$ cat src/rtl/exmem_pkg.sv
// Shared EX/MEM types: the control bundle, the width constant and a macro that
// builds the payload struct for any DATA_W/REG_ADDR_W.
`ifndef EXMEM_PKG_SV
`define EXMEM_PKG_SV

package exmem_pkg;

  localparam int EXMEM_CTRL_W = 5;

  typedef struct packed {
    logic wbs;
    logic mm;
    logic wm;
    logic ni;
    logic wme;
  } exmem_ctrl_t;

  function automatic int exmem_payload_w(input int data_w, input int reg_addr_w);
    return EXMEM_CTRL_W + 2 * data_w + reg_addr_w;
  endfunction

endpackage

// Packages cannot take parameters, so the width-dependent payload is a macro.
`define EXMEM_PAYLOAD_T(dw, aw) \
  struct packed { \
    exmem_pkg::exmem_ctrl_t ctrl; \
    logic [(dw)-1:0] alu_result; \
    logic [(dw)-1:0] mem_data; \
    logic [(aw)-1:0] reg_dest; \
  }

`endif

$ cat src/rtl/execute_memory_stage_if.sv
// EX/MEM boundary bus: execute-side inputs, memory-side outputs and the handshakes.
// master = surrounding pipeline, slave = the stage register.
interface execute_memory_stage_if #(
  parameter int DATA_W     = 16,
  parameter int REG_ADDR_W = 5
);
  logic                  in_valid;
  logic                  in_ready;
  logic                  flush;
  logic                  wbs_in, mm_in, wm_in, ni_in, wme_in;
  logic [DATA_W-1:0]     alu_result_in;
  logic [DATA_W-1:0]     mem_data_in;
  logic [REG_ADDR_W-1:0] reg_dest_in;

  logic                  out_valid;
  logic                  out_ready;
  logic                  wbs_out, mm_out, wm_out, ni_out, wme_out;
  logic [DATA_W-1:0]     alu_result_out;
  logic [DATA_W-1:0]     mem_data_out;
  logic [REG_ADDR_W-1:0] reg_dest_out;

  modport master (
    output in_valid, flush, wbs_in, mm_in, wm_in, ni_in, wme_in,
           alu_result_in, mem_data_in, reg_dest_in, out_ready,
    input  in_ready, out_valid, wbs_out, mm_out, wm_out, ni_out, wme_out,
           alu_result_out, mem_data_out, reg_dest_out
  );

  modport slave (
    input  in_valid, flush, wbs_in, mm_in, wm_in, ni_in, wme_in,
           alu_result_in, mem_data_in, reg_dest_in, out_ready,
    output in_ready, out_valid, wbs_out, mm_out, wm_out, ni_out, wme_out,
           alu_result_out, mem_data_out, reg_dest_out
  );
endinterface

$ cat src/rtl/pipe_skid_reg.sv
// Generic valid/ready pipeline register on a packed vector with synchronous flush.
// Optional 1-entry skid buffer when EXMEM_SKID_EN is defined.
module pipe_skid_reg #(
  parameter int W               = 8,
  parameter bit RESET_DATA_ZERO = 1'b1
) (
  input  logic         clk,
  input  logic         rst_n,
  input  logic         flush,
  input  logic         in_valid,
  output logic         in_ready,
  input  logic [W-1:0] in_data,
  output logic         out_valid,
  input  logic         out_ready,
  output logic [W-1:0] out_data
);

  logic         main_valid;
  logic [W-1:0] main_data;
  logic         main_free;

  // Main slot can take new content if empty or being drained this edge.
  assign main_free = !main_valid || out_ready;
  assign out_valid = main_valid;
  assign out_data  = main_data;

`ifdef EXMEM_SKID_EN
  logic         skid_valid;
  logic [W-1:0] skid_data;
  logic         in_xfer;

  // Registered ready: no combinational path from out_ready.
  assign in_ready = !skid_valid;
  assign in_xfer  = in_valid && !skid_valid;

  always_ff @(posedge clk or negedge rst_n) begin
    if (!rst_n) begin
      main_valid <= 1'b0;
      skid_valid <= 1'b0;
      if (RESET_DATA_ZERO) begin
        main_data <= '0;
        skid_data <= '0;
      end
    end else if (flush) begin
      main_valid <= 1'b0;
      skid_valid <= 1'b0;
    end else if (main_free) begin
      if (skid_valid) begin
        main_valid <= 1'b1;
        main_data  <= skid_data;
        skid_valid <= 1'b0;
      end else begin
        main_valid <= in_xfer;
        if (in_xfer) main_data <= in_data;
      end
    end else if (in_xfer) begin
      skid_valid <= 1'b1;
      skid_data  <= in_data;
    end
  end
`else
  assign in_ready = main_free;

  always_ff @(posedge clk or negedge rst_n) begin
    if (!rst_n) begin
      main_valid <= 1'b0;
      if (RESET_DATA_ZERO) main_data <= '0;
    end else if (flush) begin
      main_valid <= 1'b0;
    end else if (main_free) begin
      main_valid <= in_valid;
      if (in_valid) main_data <= in_data;
    end
  end
`endif

endmodule

$ cat src/rtl/execute_memory_stage.sv
// EX/MEM pipeline boundary: packs the execute result into a pipe_skid_reg and gates
// the control outputs with out_valid. Skid buffering is enabled by EXMEM_SKID_EN.
module execute_memory_stage
  import exmem_pkg::*;
#(
  parameter int DATA_W          = 16,
  parameter int REG_ADDR_W      = 5,
  parameter bit RESET_CTRL_ZERO = 1'b1
) (
  input logic                   clk,
  input logic                   rst_n,
  execute_memory_stage_if.slave bus
);

  typedef `EXMEM_PAYLOAD_T(DATA_W, REG_ADDR_W) exmem_payload_t;

  localparam int PAYLOAD_W = exmem_payload_w(DATA_W, REG_ADDR_W);

  exmem_payload_t pl_in;
  exmem_payload_t pl_out;
  logic           valid_q;

  assign pl_in.ctrl.wbs   = bus.wbs_in;
  assign pl_in.ctrl.mm    = bus.mm_in;
  assign pl_in.ctrl.wm    = bus.wm_in;
  assign pl_in.ctrl.ni    = bus.ni_in;
  assign pl_in.ctrl.wme   = bus.wme_in;
  assign pl_in.alu_result = bus.alu_result_in;
  assign pl_in.mem_data   = bus.mem_data_in;
  assign pl_in.reg_dest   = bus.reg_dest_in;

  pipe_skid_reg #(
    .W               (PAYLOAD_W),
    .RESET_DATA_ZERO (RESET_CTRL_ZERO)
  ) u_pipe (
    .clk       (clk),
    .rst_n     (rst_n),
    .flush     (bus.flush),
    .in_valid  (bus.in_valid),
    .in_ready  (bus.in_ready),
    .in_data   (pl_in),
    .out_valid (valid_q),
    .out_ready (bus.out_ready),
    .out_data  (pl_out)
  );

  // A bubble must never write memory or the register file.
  assign bus.out_valid      = valid_q;
  assign bus.wbs_out        = pl_out.ctrl.wbs & valid_q;
  assign bus.mm_out         = pl_out.ctrl.mm  & valid_q;
  assign bus.wm_out         = pl_out.ctrl.wm  & valid_q;
  assign bus.ni_out         = pl_out.ctrl.ni  & valid_q;
  assign bus.wme_out        = pl_out.ctrl.wme & valid_q;
  assign bus.alu_result_out = pl_out.alu_result;
  assign bus.mem_data_out   = pl_out.mem_data;
  assign bus.reg_dest_out   = pl_out.reg_dest;

endmodule

$ cat src/flat_wrapper.sv
// flat-port wrapper written by rule: the top's interface ports become plain ports
module execute_memory_stage_flat import exmem_pkg::*;
#(
  parameter int DATA_W          = 16,
  parameter int REG_ADDR_W      = 5,
  parameter bit RESET_CTRL_ZERO = 1'b1
)
  (clk, rst_n, bus_in_valid, bus_flush, bus_wbs_in, bus_mm_in, bus_wm_in, bus_ni_in, bus_wme_in, bus_alu_result_in, bus_mem_data_in, bus_reg_dest_in, bus_out_ready, bus_in_ready, bus_out_valid, bus_wbs_out, bus_mm_out, bus_wm_out, bus_ni_out, bus_wme_out, bus_alu_result_out, bus_mem_data_out, bus_reg_dest_out);
  execute_memory_stage_if #(.DATA_W(DATA_W), .REG_ADDR_W(REG_ADDR_W)) bus_i ();
  input logic clk;
  input logic rst_n;
  input wire logic [$bits(bus_i.in_valid)-1:0] bus_in_valid;
  input wire logic [$bits(bus_i.flush)-1:0] bus_flush;
  input wire logic [$bits(bus_i.wbs_in)-1:0] bus_wbs_in;
  input wire logic [$bits(bus_i.mm_in)-1:0] bus_mm_in;
  input wire logic [$bits(bus_i.wm_in)-1:0] bus_wm_in;
  input wire logic [$bits(bus_i.ni_in)-1:0] bus_ni_in;
  input wire logic [$bits(bus_i.wme_in)-1:0] bus_wme_in;
  input wire logic [$bits(bus_i.alu_result_in)-1:0] bus_alu_result_in;
  input wire logic [$bits(bus_i.mem_data_in)-1:0] bus_mem_data_in;
  input wire logic [$bits(bus_i.reg_dest_in)-1:0] bus_reg_dest_in;
  input wire logic [$bits(bus_i.out_ready)-1:0] bus_out_ready;
  output wire logic [$bits(bus_i.in_ready)-1:0] bus_in_ready;
  output wire logic [$bits(bus_i.out_valid)-1:0] bus_out_valid;
  output wire logic [$bits(bus_i.wbs_out)-1:0] bus_wbs_out;
  output wire logic [$bits(bus_i.mm_out)-1:0] bus_mm_out;
  output wire logic [$bits(bus_i.wm_out)-1:0] bus_wm_out;
  output wire logic [$bits(bus_i.ni_out)-1:0] bus_ni_out;
  output wire logic [$bits(bus_i.wme_out)-1:0] bus_wme_out;
  output wire logic [$bits(bus_i.alu_result_out)-1:0] bus_alu_result_out;
  output wire logic [$bits(bus_i.mem_data_out)-1:0] bus_mem_data_out;
  output wire logic [$bits(bus_i.reg_dest_out)-1:0] bus_reg_dest_out;
  assign bus_i.in_valid = bus_in_valid;
  assign bus_i.flush = bus_flush;
  assign bus_i.wbs_in = bus_wbs_in;
  assign bus_i.mm_in = bus_mm_in;
  assign bus_i.wm_in = bus_wm_in;
  assign bus_i.ni_in = bus_ni_in;
  assign bus_i.wme_in = bus_wme_in;
  assign bus_i.alu_result_in = bus_alu_result_in;
  assign bus_i.mem_data_in = bus_mem_data_in;
  assign bus_i.reg_dest_in = bus_reg_dest_in;
  assign bus_i.out_ready = bus_out_ready;
  assign bus_in_ready = bus_i.in_ready;
  assign bus_out_valid = bus_i.out_valid;
  assign bus_wbs_out = bus_i.wbs_out;
  assign bus_mm_out = bus_i.mm_out;
  assign bus_wm_out = bus_i.wm_out;
  assign bus_ni_out = bus_i.ni_out;
  assign bus_wme_out = bus_i.wme_out;
  assign bus_alu_result_out = bus_i.alu_result_out;
  assign bus_mem_data_out = bus_i.mem_data_out;
  assign bus_reg_dest_out = bus_i.reg_dest_out;
  execute_memory_stage #(.DATA_W(DATA_W), .REG_ADDR_W(REG_ADDR_W), .RESET_CTRL_ZERO(RESET_CTRL_ZERO)) u_core (.clk(clk), .rst_n(rst_n), .bus(bus_i));
endmodule
$ cat config.mk
export PLATFORM = sky130hd
export DESIGN_NAME = execute_memory_stage_flat
export DESIGN_NICKNAME = d
export VERILOG_FILES = /design/src/rtl/exmem_pkg.sv /design/src/rtl/execute_memory_stage_if.sv /design/src/rtl/pipe_skid_reg.sv /design/src/rtl/execute_memory_stage.sv /design/src/flat_wrapper.sv
export SDC_FILE = /design/constraint.sdc
export NUM_CORES = 1
export LEC_CHECK = 0
export CAP_MARGIN = 20
export CORE_MARGIN = 2
export CORE_UTILIZATION = 40
export DETAILED_ROUTE_END_ITERATION = 10
export GPL_TIMING_DRIVEN = 1
export PLACE_DENSITY = 0.87
export SYNTH_ARGS = -nofsm -noshare
export SYNTH_HDL_FRONTEND = slang
export SYNTH_SLANG_ARGS = --single-unit
export TNS_END_PERCENT = 20
$ cat constraint.sdc
create_clock -name clk -period 2.01 [get_ports clk]
set_clock_uncertainty 0.1 [all_clocks]
set_input_delay 0.5025 -clock clk [delete_from_list [all_inputs] [get_ports clk]]
set_output_delay 0.5025 -clock clk [all_outputs]
set_load 0.005 [all_outputs]
==> results of run 1 <==
-- registers in the layout, summed over array words and instances, names as in the netlist --
signal / count
u_core.u_pipe.out_data: 42
u_core.u_pipe.out_valid: 1
-- cells by family (layout without fill, tap and decap cells) --
family	after synthesis	after routing	synth area share
DFF	43	43	0.5527
and+or+nand+nor	9	9	0.03663
muxes	42	42	0.2429
buffers and inverters	42	103	0.1677
-- critical path: cells and delay by family (launching register included) --
| family | cells | cell delay (ns) |
|---|---|---|
| buf+inv | 1 | 0.50 |
| flops | 1 | 0.42 |
| simple gates | 1 | 0.14 |
-- stage by stage --
step | power (W) | TNS, ns | hold WS (ns) | utilization | cells
after floorplan | 0.001448 | 0 | 0.1069 | - | 136
after global placement | 0.001674 | -5.393 | 0.3634 | 0.5597 | 254
after detailed placement | 0.001691 | -7.483 | 0.3686 | 0.5597 | 254
after CTS | 0.002290 | 0 | 0.07844 | 0.5836 | 264
after global routing | 0.002378 | 0 | 0.09737 | 0.5844 | 264
final | 0.002252 | 0 | 0.07090 | 0.5844 | 264
-- layer usage --
metal,global-route usage,vias to the layer above,wire length [um]
li1,-,533,-
met1,0.1499,562,1372
met2,0.2341,47,1767
met3,0.03155,4,195
met4,0.06667,0,39
met5,0,-,0
-- final timing paths --
check                                      startpoint                         end  cells after the start
setup / recovery              u_core.u_pipe.out_valid                 bus_wbs_out                      2
hold / removal                                  rst_n  u_core.u_pipe.out_data[32]                      1
setup reg to reg              u_core.u_pipe.out_valid  u_core.u_pipe.out_data[13]                      5
hold reg to reg            u_core.u_pipe.out_data[38]  u_core.u_pipe.out_data[38]                      1
max in group asynchronous                       rst_n  u_core.u_pipe.out_data[13]                      2
min in group clk           u_core.u_pipe.out_data[38]  u_core.u_pipe.out_data[38]                      1
-- area by class of cell --
class / instances / area, um^2
Timing Repair Buffer: 94 / 948.4
Tap cell: 67 / 83.83
Sequential cell: 43 / 1077
Multi-Input combinational cell: 51 / 546.8
Fill cell: 384 / 1963
Inverter: 1 / 3.754
Clock buffer: 8 / 100.1
-- synthesized netlist by cell type --
master	number	share of area
nor2b_4	1	0.0071
buf_4	37	0.14
nor2_1	2	0.0039
nor3b_4	1	0.0096
and2_1	5	0.016
buf_6	4	0.023
inv_1	1	0.0019
mux2_1	3	0.017
mux2_2	39	0.23
dfrtp_1	43	0.55
-- repair_timing --
item,CTS,global route
resized for setup,2,2
hold buffers,0,0
setup endpoints to repair,1,6
buffers inserted,2,0
endpoints found under the hold margin,0,0
-- power by group through the flow --
stage / combinational, W / sequential (W) / clock (W)
2_1_floorplan: 0.000370 / 0.00108 / 0
3_3_place_gp: 0.000585 / 0.00109 / 0
3_5_place_dp: 0.000594 / 0.00110 / 0
4_1_cts: 0.000598 / 0.00108 / 0.000612
5_1_grt: 0.000634 / 0.00110 / 0.000642
6_report: 0.000588 / 0.00108 / 0.000585
==> run metrics, run 1 <==
row count 25; worst path cell trace and2_1, clkdlybuf4s50_1; Final Hold Fails 0; P_sw 0.0004947 W; Yosys reg bits 43; clock root buffer clkbuf_8; IO Port Bufs 90; post-DP HPWL 2461 um; GP Congestion 0.6586; Seq/Total Area, Yosys 0.5527; syn nets 183; Die W 73.77 um; period utilisation layout 0.9686; startpoint types flip-flop; Reg power frac 0.479; yosys warns 0; RSZ-0062 raised after global routing no; syn_area_per_cell 14.32 um^2; Avg WL per Cell 12.78 um; core footprint 4723 um^2; post-synth cell types 10; Clock Tree Buf Depth 2; grt ovf 0; Slowest cell on crit path clkdlybuf4s50_1; Clock Power Share 0.260; HP Class in2async; full die area 5441 um^2; post-synthesis cell area 1947 um^2; CP arrival 1.34 ns; TritonCTS clock tree built; layout cell share with drive strength beyond 1 0.2792; Via-to-Cell Ratio 4.341; cell area after layout 2760 um^2; First DRT Iteration DRCs 26; final net count 243; FF-to-FF setup slack 0.18 ns; Num CTS Buffers 5; VDD IR-drop max 0.4160 mV; Post-DRT Antenna Nets 0; switching part of the total power 0.2196; Pwr Density 816.0 nW/um^2; Setup violations, final 0; minimum clock period 1.947 ns; Boundary Pins 91; Worst Path Required 1.41 ns; commonest non-fill, non-tap cell in the layout clkdlybuf4s50_1; Max Cap Viol 0; Starting Density 0.4122; CTS Sinks 43; vias 1,146; highest clock rate 513.7 MHz; combinational power share 0.261; CP max stage delay 0.50 ns; leakage 1.125 nW; largest net degree at the start of global routing 43; commonest non-fill, non-tap cells in the layout clkdlybuf4s50_1, dfrtp_1, mux2_2; WL final 3375 um; placed cell area 2644 um^2; first-pass GRT wire length 5444 um; status complete, no violations; vias in the first global route 1,215; antenna cell count 0; Area growth syn-to-layout 41.77%; initial antenna violation count 0; clk_lat worst skew 0.28 ns; WS Path Type reg2out; DP Worst Slack -0.2279 ns; Final Max Slew Viols 0; clock slew seen by the registers of the worst setup and hold paths 0.08 ns; drt drc 0; drt pass-1 iters 2; Critical Path Fanout Max 7; fin worst setup slack 0.06317 ns; post-synthesis cell count 136; relative slew slack 0.6717; critical path endpoint category primary output; Internal Power 0.001758 W; Tightest Pin Transition 0.4925 ns; H-tree levels 2; Die Y 73.77 um; Total GRT Usage 0.1334
Power figures use the tool's default switching activity.
==> inputs of run 2 (changes only) <==
Settings changed: SKIP_CTS_REPAIR_TIMING set to 1.
==> run 2 against run 1 <==
Against the previous run: non-clock buffer count down 2; register-to-register slack improved by 0.15 ns; final cell count shrank 0.76%; global-route usage shrank 0.12 points; core utilization shrank 0.16 points; worst setup slack improved by 0.0047 ns; critical path type unchanged; critical endpoint unchanged; largest cell class unchanged; largest power group unchanged; highest routed layer unchanged.
==> run metrics, run 2 (synthesis results as in run 1) <==
Tightest Pin Transition 0.4879 ns (-0.004546 ns); full die area 5441 um^2 (unchanged); CP arrival 1.34 ns (about the same); GP Congestion 0.6586 (unchanged); # placed instances 254 (unchanged); H-tree levels 2 (unchanged); Worst Path Required 1.41 ns (about the same); layout cell share with drive strength beyond 1 0.2718 (-0.007393); post-DP HPWL 2461 um (unchanged); vias 1,146 (unchanged); vias in the first global route 1,197 (-1.5%); Via-to-Cell Ratio 4.374 (+0.76%); P_sw 0.0004915 W (-0.64%); Clock Tree Buf Depth 2 (unchanged); Final TNS setup 0 ns (unchanged); CP bufs+invs 1 (unchanged); Pwr Density 816.4 nW/um^2 (about the same); drt drc 0 (unchanged); grt ovf 0 (unchanged); minimum clock period 1.942 ns (-0.004687 ns); RSZ-0062 raised after global routing no; Avg WL per Cell 12.62 um (-1.3%); critical path endpoint category primary output; commonest non-fill, non-tap cells in the layout clkdlybuf4s50_1, dfrtp_1, mux2_2; Largest delay share family, worst path buffers and inverters; startpoint types flip-flop; cell area after layout 2753 um^2 (-0.27%); fin cells 262 (-0.76%); placed cell area 2644 um^2 (unchanged); Slowest cell on crit path clkdlybuf4s50_1; Max Cap Viol 0 (unchanged); Num CTS Buffers 5 (unchanged); combinational power share 0.260 (about the same); clock root buffer clkbuf_8; WL final 3307 um (-2.0%); TritonCTS clock tree built; clk_lat worst skew 0.28 ns (about the same); Critical Path Fanout Max 7 (unchanged); initial antenna violation count 0 (unchanged); WS Path Type reg2out; Area growth syn-to-layout 41.39%; Final Hold Fails 0 (unchanged); leakage 1.126 nW (about the same); HP Class in2async; Boundary Pins 91 (unchanged); antenna cell count 0 (unchanged); Final Max Slew Viols 0 (unchanged); fin util 0.5828 (-0.001590); CP max stage delay 0.50 ns (about the same); highest clock rate 514.9 MHz (+0.24%); First DRT Iteration DRCs 45 (+73%); VDD IR-drop max 0.4163 mV (about the same); commonest non-fill, non-tap cell in the layout clkdlybuf4s50_1; drt pass-1 iters 2 (unchanged); switching part of the total power 0.2187 (-0.0009218); Reg power frac 0.480 (about the same); Tot Pwr 0.002247 W (-0.22%); core footprint 4723 um^2 (unchanged); CTS Sinks 43 (unchanged); Internal Power 0.001756 W (-0.10%); max reg flops 42 (unchanged); first-pass GRT wire length 5395 um (-0.90%); Total GRT Usage 0.1322 (-0.001152); clock slew seen by the registers of the worst setup and hold paths 0.08 ns (about the same); Die Y 73.77 um (unchanged); final net count 241 (-0.82%); relative slew slack 0.6747 (+0.003031); Starting Density 0.4122 (unchanged); row count 25 (unchanged); Die W 73.77 um (unchanged); worst path cell trace and2_1, clkdlybuf4s50_1; IO Port Bufs 90 (unchanged); Clock Power Share 0.260 (about the same); period utilisation layout 0.9662 (-0.002332); Post-DRT Antenna Nets 0 (unchanged); status complete, no violations; Setup violations, final 0 (unchanged); largest net degree at the start of global routing 43 (unchanged)
## run 2: power groups by stage
| stage | combinational [W] | clock (W) | sequential, W |
|---|---|---|---|
| floorplan | 0.000370 | 0 | 0.00108 |
| global placement | 0.000585 | 0 | 0.00109 |
| detailed placement | 0.000594 | 0 | 0.00110 |
| CTS | 0.000596 | 0.000612 | 0.00108 |
| global route | 0.000631 | 0.000641 | 0.00110 |
| finish | 0.000585 | 0.000584 | 0.00108 |
## run 2: layout make-up
cell class	count	area (um^2)
inverters	1	3.754
well taps	67	83.83
repair buffers	92	940.9
flip-flops and latches	43	1077
multi-input cells	51	546.8
fillers	381	1971
clock buffers	8	100.1
## run 2: path summary, 6_finish.rpt
| check | start | endpoint | slack (ns) | cells after the start |
|---|---|---|---|---|
| worst max-delay path | u_core.u_pipe.out_valid | bus_wbs_out | 0.07 | 2 |
| worst min-delay path | rst_n | u_core.u_pipe.out_data[32] | 0.07 | 1 |
| worst max register to register | u_core.u_pipe.out_valid | u_core.u_pipe.out_data[13] | 0.33 | 4 |
| worst min register to register | u_core.u_pipe.out_data[38] | u_core.u_pipe.out_data[38] | 0.39 | 1 |
| max in group asynchronous | rst_n | u_core.u_pipe.out_data[13] | 1.25 | 2 |
| min in group clk | u_core.u_pipe.out_data[38] | u_core.u_pipe.out_data[38] | 0.39 | 1 |
## run 2: worst reg2reg max path: stages (launching register included)
cell and delay, ns:
dfrtp_2 0.45, nor2b_4 0.15, nor3b_4 0.22, buf_12 0.27, mux2_2 0.38
## run 2: per-layer routing
metal / part of all wire / global-route usage
met1: 0.41 / 0.1507
met2: 0.52 / 0.2292
met3: 0.059 / 0.03155
met4: 0.012 / 0.06667
met5: 0 / 0
## run 2: through the flow
stage | hold slack [ns] | worst slack [ns]
after floorplan | 0.1069 | 0.4040
after global placement | 0.3634 | -0.1880
after detailed placement | 0.3686 | -0.2279
after CTS | 0.07844 | -0.2279
after global routing | 0.09837 | 0.0006374
final | 0.07013 | 0.06786
==> inputs of run 3 (changes only) <==
Settings changed: SLEW_MARGIN set to 20.
==> results of run 3 <==
Same layout as run 2: the final DEF is identical, and so are final timing and power.
